## config.mk

```make
export PLATFORM = sky130hd
export DESIGN_NAME = operation_sched
export DESIGN_NICKNAME = d
export VERILOG_FILES = /design/src/rtl/op_sched_pkg.sv /design/src/rtl/operation_sched_rr_arbiter.sv /design/src/rtl/operation_sched.sv
export SDC_FILE = /design/constraint.sdc
export NUM_CORES = 1
export LEC_CHECK = 0
export BUFFER_PORTS_ARGS = -buffer_cell sky130_fd_sc_hd__buf_2
export CORE_UTILIZATION = 35
export DETAILED_ROUTE_END_ITERATION = 10
export PLACE_DENSITY = 0.68
export SLEW_MARGIN = 15
export SYNTH_ARGS = -nofsm -noshare
export SYNTH_HDL_FRONTEND = slang
export SYNTH_HIERARCHICAL = 1
export SYNTH_SLANG_ARGS = --single-unit
```

## constraint.sdc

```tcl
create_clock -name CLK -period 6.87 [get_ports CLK]
set_input_delay 2.061 -clock CLK [delete_from_list [all_inputs] [get_ports CLK]]
set_output_delay 2.061 -clock CLK [all_outputs]
set_load 0.01 [all_outputs]
```

## src/rtl/op_sched_pkg.sv

```systemverilog
// Shared types and helpers for the operation scheduler: FSM encoding and
// watchdog counter sizing.
package op_sched_pkg;

    typedef enum logic [1:0] {
        IDLE = 2'd0,
        CLR  = 2'd1,
        RUN  = 2'd2,
        FIN  = 2'd3
    } state_t;

    // Bits needed to count 0..tmo-1; never less than one bit.
    function automatic int wd_width(input int tmo);
        int w;
        w = 1;
        for (int i = 0; i < 31; i++) begin
            if ((1 << i) < tmo) w = i + 1;
        end
        return w;
    endfunction

endpackage

```

## src/rtl/operation_sched_rr_arbiter.sv

```systemverilog
// Rotating-priority pick: the first set request at or above ptr, wrapping to 0.
module rr_arbiter #(
    parameter int NREQ = 4,
    parameter int PW   = 2
) (
    input  logic [NREQ-1:0] req,
    input  logic [PW-1:0]   ptr,
    output logic [NREQ-1:0] win_oh,
    output logic [PW-1:0]   win_idx,
    output logic            any
);

    int          j;
    logic [PW-1:0] idx;

    always_comb begin
        win_oh  = '0;
        win_idx = '0;
        any     = 1'b0;
        j       = 0;
        idx     = '0;
        for (int i = 0; i < NREQ; i++) begin
            j = int'(ptr) + i;
            if (j >= NREQ) j = j - NREQ;
            idx = PW'(j);
            if (!any && req[idx]) begin
                any         = 1'b1;
                win_idx     = idx;
                win_oh[idx] = 1'b1;
            end
        end
    end

endmodule

```

## src/rtl/operation_sched.sv

```systemverilog
// Shares one start/ready operation core between NREQ requesters: round-robin
// grant, core clear, start/ready sequencing, result capture and watchdog abort.
//
// state | meaning
// IDLE  | waiting for a request; picks winner and latches its operands
// CLR   | core held in reset for one cycle, watchdog cleared
// RUN   | start held high until core ready or watchdog limit
// FIN   | DONE or ERR pulse to winner; pointer moves past winner
module operation_sched
    import op_sched_pkg::*;
#(
    parameter int BW   = 16,
    parameter int INC  = 3,
    parameter int NREQ = 4,
    parameter int TMO  = 64
) (
    input  logic                  CLK,
    input  logic                  RST,
    input  logic [NREQ-1:0]       REQ,
    input  logic [NREQ*INC*BW-1:0] ARGS,
    output logic [NREQ-1:0]       GNT,
    output logic [NREQ-1:0]       DONE,
    output logic [NREQ-1:0]       ERR,
    output logic [BW-1:0]         RES,
    output logic                  OP_RST,
    output logic                  OP_ST,
    output logic [INC*BW-1:0]     OP_IN,
    input  logic                  OP_RD,
    input  logic [BW-1:0]         OP_RES
);

    localparam int PW = (NREQ > 1) ? $clog2(NREQ) : 1;
    localparam int WW = wd_width(TMO);

    state_t              state;
    logic [PW-1:0]       ptr;
    logic [PW-1:0]       win_q;
    logic [WW-1:0]       wdog;
    logic [NREQ-1:0]     pick_oh;
    logic [PW-1:0]       pick_idx;
    logic                pick_any;
    logic [INC*BW-1:0]   arg_sel;

    rr_arbiter #(.NREQ(NREQ), .PW(PW)) u_arb (
        .req     (REQ),
        .ptr     (ptr),
        .win_oh  (pick_oh),
        .win_idx (pick_idx),
        .any     (pick_any)
    );

    always_comb begin
        arg_sel = '0;
        for (int r = 0; r < NREQ; r++) begin
            if (pick_idx == PW'(r)) arg_sel = ARGS[r*INC*BW +: INC*BW];
        end
    end

    always_ff @(posedge CLK) begin
        if (RST) begin
            state  <= IDLE;
            GNT    <= '0;
            DONE   <= '0;
            ERR    <= '0;
            RES    <= '0;
            OP_RST <= 1'b1;
            OP_ST  <= 1'b0;
            OP_IN  <= '0;
            ptr    <= '0;
            win_q  <= '0;
            wdog   <= '0;
        end else begin
            DONE <= '0;
            ERR  <= '0;
            case (state)
                IDLE: begin
                    OP_RST <= 1'b0;
                    OP_ST  <= 1'b0;
                    if (pick_any) begin
                        GNT    <= pick_oh;
                        win_q  <= pick_idx;
                        OP_IN  <= arg_sel;
                        OP_RST <= 1'b1;
                        state  <= CLR;
                    end
                end
                CLR: begin
                    OP_RST <= 1'b0;
                    OP_ST  <= 1'b1;
                    wdog   <= '0;
                    state  <= RUN;
                end
                RUN: begin
                    // Ready takes priority over the watchdog in the same cycle.
                    if (OP_RD) begin
                        RES   <= OP_RES;
                        DONE  <= GNT;
                        OP_ST <= 1'b0;
                        state <= FIN;
                    end else if (wdog == WW'(TMO - 1)) begin
                        ERR   <= GNT;
                        OP_ST <= 1'b0;
                        state <= FIN;
                    end else begin
                        wdog <= wdog + 1'b1;
                    end
                end
                FIN: begin
                    GNT   <= '0;
                    ptr   <= (win_q == PW'(NREQ - 1)) ? '0 : win_q + 1'b1;
                    state <= IDLE;
                end
                default: state <= IDLE;
            endcase
        end
    end

endmodule

```

==> impl_metrics.csv <==
group,metric,value,unit
status,outcome,"complete, no violations",
timing,finalHoldViolations,0,
timing,timing.final.crit_share,68.4,%
yosys,syn_area_per_cell,11.6,µm²
floorplan,die_area,13800,µm²
floorplan,ioPinCount,293,
yosys,async_flop_share,0,%
layout,final_cells,851,
routing,drtPass1Iterations,4,
floorplan,coreArea,12800,µm²
routing,drt_iter0_drc,298,
power_and_ir_drop,p_comb_share,45.5,%
critical_path,critPathKind,"in -> reg",
clocking,cts_buffers,9,
layout,fin_nets,901,
critical_path,endpoint_kind,"flop",
timing,setup_viol,0,
timing,worstMarginPinSlew,1.11,ns
clocking,cts_root_buf,"clkbuf_16",
placed_design,dp_cells,834,
timing,fmax,213,MHz
clocking,cts_max_level,3,
layout,fin_area,6520,µm²
layout,syn_to_final_growth,39.6,%
yosys,yosysSeqAreaShare,38.6,%
critical_path,worst_path_most_repeated_cell,"mux4_2",
clocking,ctsHoldBuffers,0,
critical_path,max_stage_delay,0.70,ns
power_and_ir_drop,pwr_density_cell,356,nW/µm²
timing,setup_slack,2.17,ns
power_and_ir_drop,peakVddDrop,157,µV
yosys,yosys_register_bits,90,
routing,vias,4473,
yosys,synth-edff-count,0,
yosys,ys.flop_type,"dfxtp_1",
critical_path,critPathSlowestCell,"a32o_2",
global_routing,track_usage,21.0,%
placed_design,place_area,6200,µm²
global_routing,grt_pass1_vias,4712,
global_routing,grt_max_degree,49,
power_and_ir_drop,p_leak,0.00299,µW
routing,routed_wl,14300,µm
global_routing,grt_first_pass_wirelength,23000,µm
layout,fill_cells,1233,
routing,drtAntennaViolNets,0,
clocking,clock_latency,0.34,ns
job,max-cap-violations,0,
clocking,clock_sinks,90,
yosys,syn_inst,402,
critical_path,crit_chain,"buf_2, mux4_2, nor3_1, a32o_2, buf_4, mux4_2, a22o_1",
yosys,yosysUniqueCellTypes,43,
layout,final_common_cell,"buf_2",
timing,rsz0062_at_grt,"no",
critical_path,crit_arrival,4.93,ns
power_and_ir_drop,p_switching,858,µW
timing,relSlewSlack,26.0,%
floorplan,dieHeight,117,µm
global_routing,gr-total-overflow,0,
timing,fin_crit,4.70,ns
layout,multiInputGateArea,2670,µm²
placed_design,preCtsSetupSlack,1.81,ns
layout,n_antenna_cell,0,
routing,post_drt_via_cell_ratio,5.26,
timing,setup_tns,0,ns
placed_design,portBuffers,292,
clocking,cts-resized-gates,0,
floorplan,start_util,36.4,%
placed_design,gp_congestion,0.911,
hold_path,hold_class,"reg -> reg",
placed_design,dpl.hpwl,11100,µm
yosys,syn_nets,629,
routing,detail_route.wl_per_cell,16.8,µm
layout,final_cell_mix,"292 x buf_2, 90 x dfxtp_1, 50 x mux4_2, 48 x a22o_1, 39 x nand2_1",
layout,seqCellArea,1800,µm²
routing,drc,0,
timing,finClkSkew,0.0116,ns
timing,drv_slew,0,
critical_path,crit_path_start_kind,"input port",
critical_path,critPathMaxFanout,27,
floorplan,placementRows,41,
clocking,cts_tree,"built",
power_and_ir_drop,swShare,36.9,%
critical_path,required,7.10,ns
power_and_ir_drop,pwr-share-seq,33.7,%
global_routing,antenna_found_initial,1,
yosys,syn_area,4670,µm²
power_and_ir_drop,power_frac_clock,20.8,%
yosys,yosys_warnings,6,
clocking,clk_path_buf_depth,2,
power_and_ir_drop,p_int,1460,µW
clocking,clk_pin_slew,0.07,ns
clocking,post_cts_buffers,0,
layout,layout-drive-gt1-share,54.3,%
floorplan,die_w,117,µm
## power groups by stage
stage                     Combinational, µW  Sequential [µW]  Clock [µW]
after floorplan                         686              844           0
after global placement                 1030              788           0
after detailed placement               1060              790           0
after CTS                              1060              783         498
after global routing                   1150              806         522
final                                  1060              782         483
## Yosys cell counts (3+ instances only)
| master | count | area (µm²) |
|---|---|---|
| clkbuf_1 | 11 | 41.3 |
| nor2_1 | 14 | 52.6 |
| nand2b_1 | 5 | 31.3 |
| buf_6 | 3 | 33.8 |
| and2_1 | 6 | 37.5 |
| a21oi_1 | 27 | 135 |
| nand2_1 | 39 | 146 |
| mux2i_1 | 4 | 40.0 |
| buf_2 | 13 | 65.1 |
| inv_1 | 8 | 30.0 |
| nor3_1 | 3 | 15.0 |
| ha_1 | 12 | 150 |
| a31oi_1 | 3 | 18.8 |
| nand3_1 | 7 | 35.0 |
| buf_1 | 5 | 18.8 |
| a22o_1 | 48 | 420 |
| a22oi_1 | 10 | 75.1 |
| nor3b_1 | 6 | 45.0 |
| o21ai_0 | 9 | 45.0 |
| mux4_2 | 50 | 1130 |
| dfxtp_1 | 90 | 1800 |
| o31ai_1 | 3 | 22.5 |
## layer usage
| layer | global-route usage, % | vias up | part of all wire, % |
|---|---|---|---|
| met1 | 24.7 | 2118 | 40 |
| li1 | - | 2114 | - |
| met2 | 37.7 | 221 | 51 |
| met4 | 6.97 | 2 | 1.5 |
| met5 | 0 | - | 0.091 |
| met3 | 4.55 | 18 | 7.0 |
## final timing paths
| check | start | to | slack, ns | depth (start not counted) |
|---|---|---|---|---|
| worst max-delay path | REQ[3] | OP_IN[11] | 2.17 | 7 |
| worst min register to register | RES[9] | RES[9] | 0.46 | 2 |
| worst max register to register | ptr[0] | OP_IN[11] | 2.95 | 8 |
| worst min-delay path | RES[9] | RES[9] | 0.46 | 2 |
## state kept, by name, indices dropped and copies added (netlist names)
name	flops
DONE	4
RES	16
win_q	2
OP_ST	1
OP_RST	1
GNT	4
ptr	2
OP_IN	48
wdog	6
ERR	4
state	2
## worst max-delay path: cells and delay by family
kind                   cells  cell delay [ns]
muxes                      2             1.00
AOI/OAI and AO/OA          2             0.94
buffers and inverters      2             0.60
and+or+nand+nor            1             0.30
## cells by family (layout without fill, tap and decap cells)
| kind of cell | count (synthesis) | after routing | synth area share (%) |
|---|---|---|---|
| AO/OA/AOI/OAI | 110 | 110 | 17.1 |
| AND/OR/NAND/NOR | 91 | 91 | 9.86 |
| flip-flops | 90 | 90 | 38.6 |
| multiplexers | 57 | 57 | 26.3 |
| buffers and inverters | 42 | 319 | 4.90 |
| adder cells (fa/ha/maj) | 12 | 12 | 3.22 |
## through the flow
stage | power, µW | hold WS [ns] | util [%]
4_1_cts | 2340 | 0.459 | 50.7
3_5_place_dp | 1850 | 0.448 | 48.4
2_1_floorplan | 1530 | 0.440 | -
3_3_place_gp | 1820 | 0.438 | 48.4
6_report | 2320 | 0.456 | 50.8
5_1_grt | 2480 | 0.479 | 50.8
## cell type report
cell class / count / area share [%]
multi-input combinational: 270 / 40.9
sequential: 90 / 27.6
timing repair buffer: 295 / 23.2
clock buffer: 9 / 3.46
tap: 172 / 3.30
clock inverter: 7 / 1.06
inverter: 8 / 0.461
No activity file was read; power rests on OpenSTA's default activity.
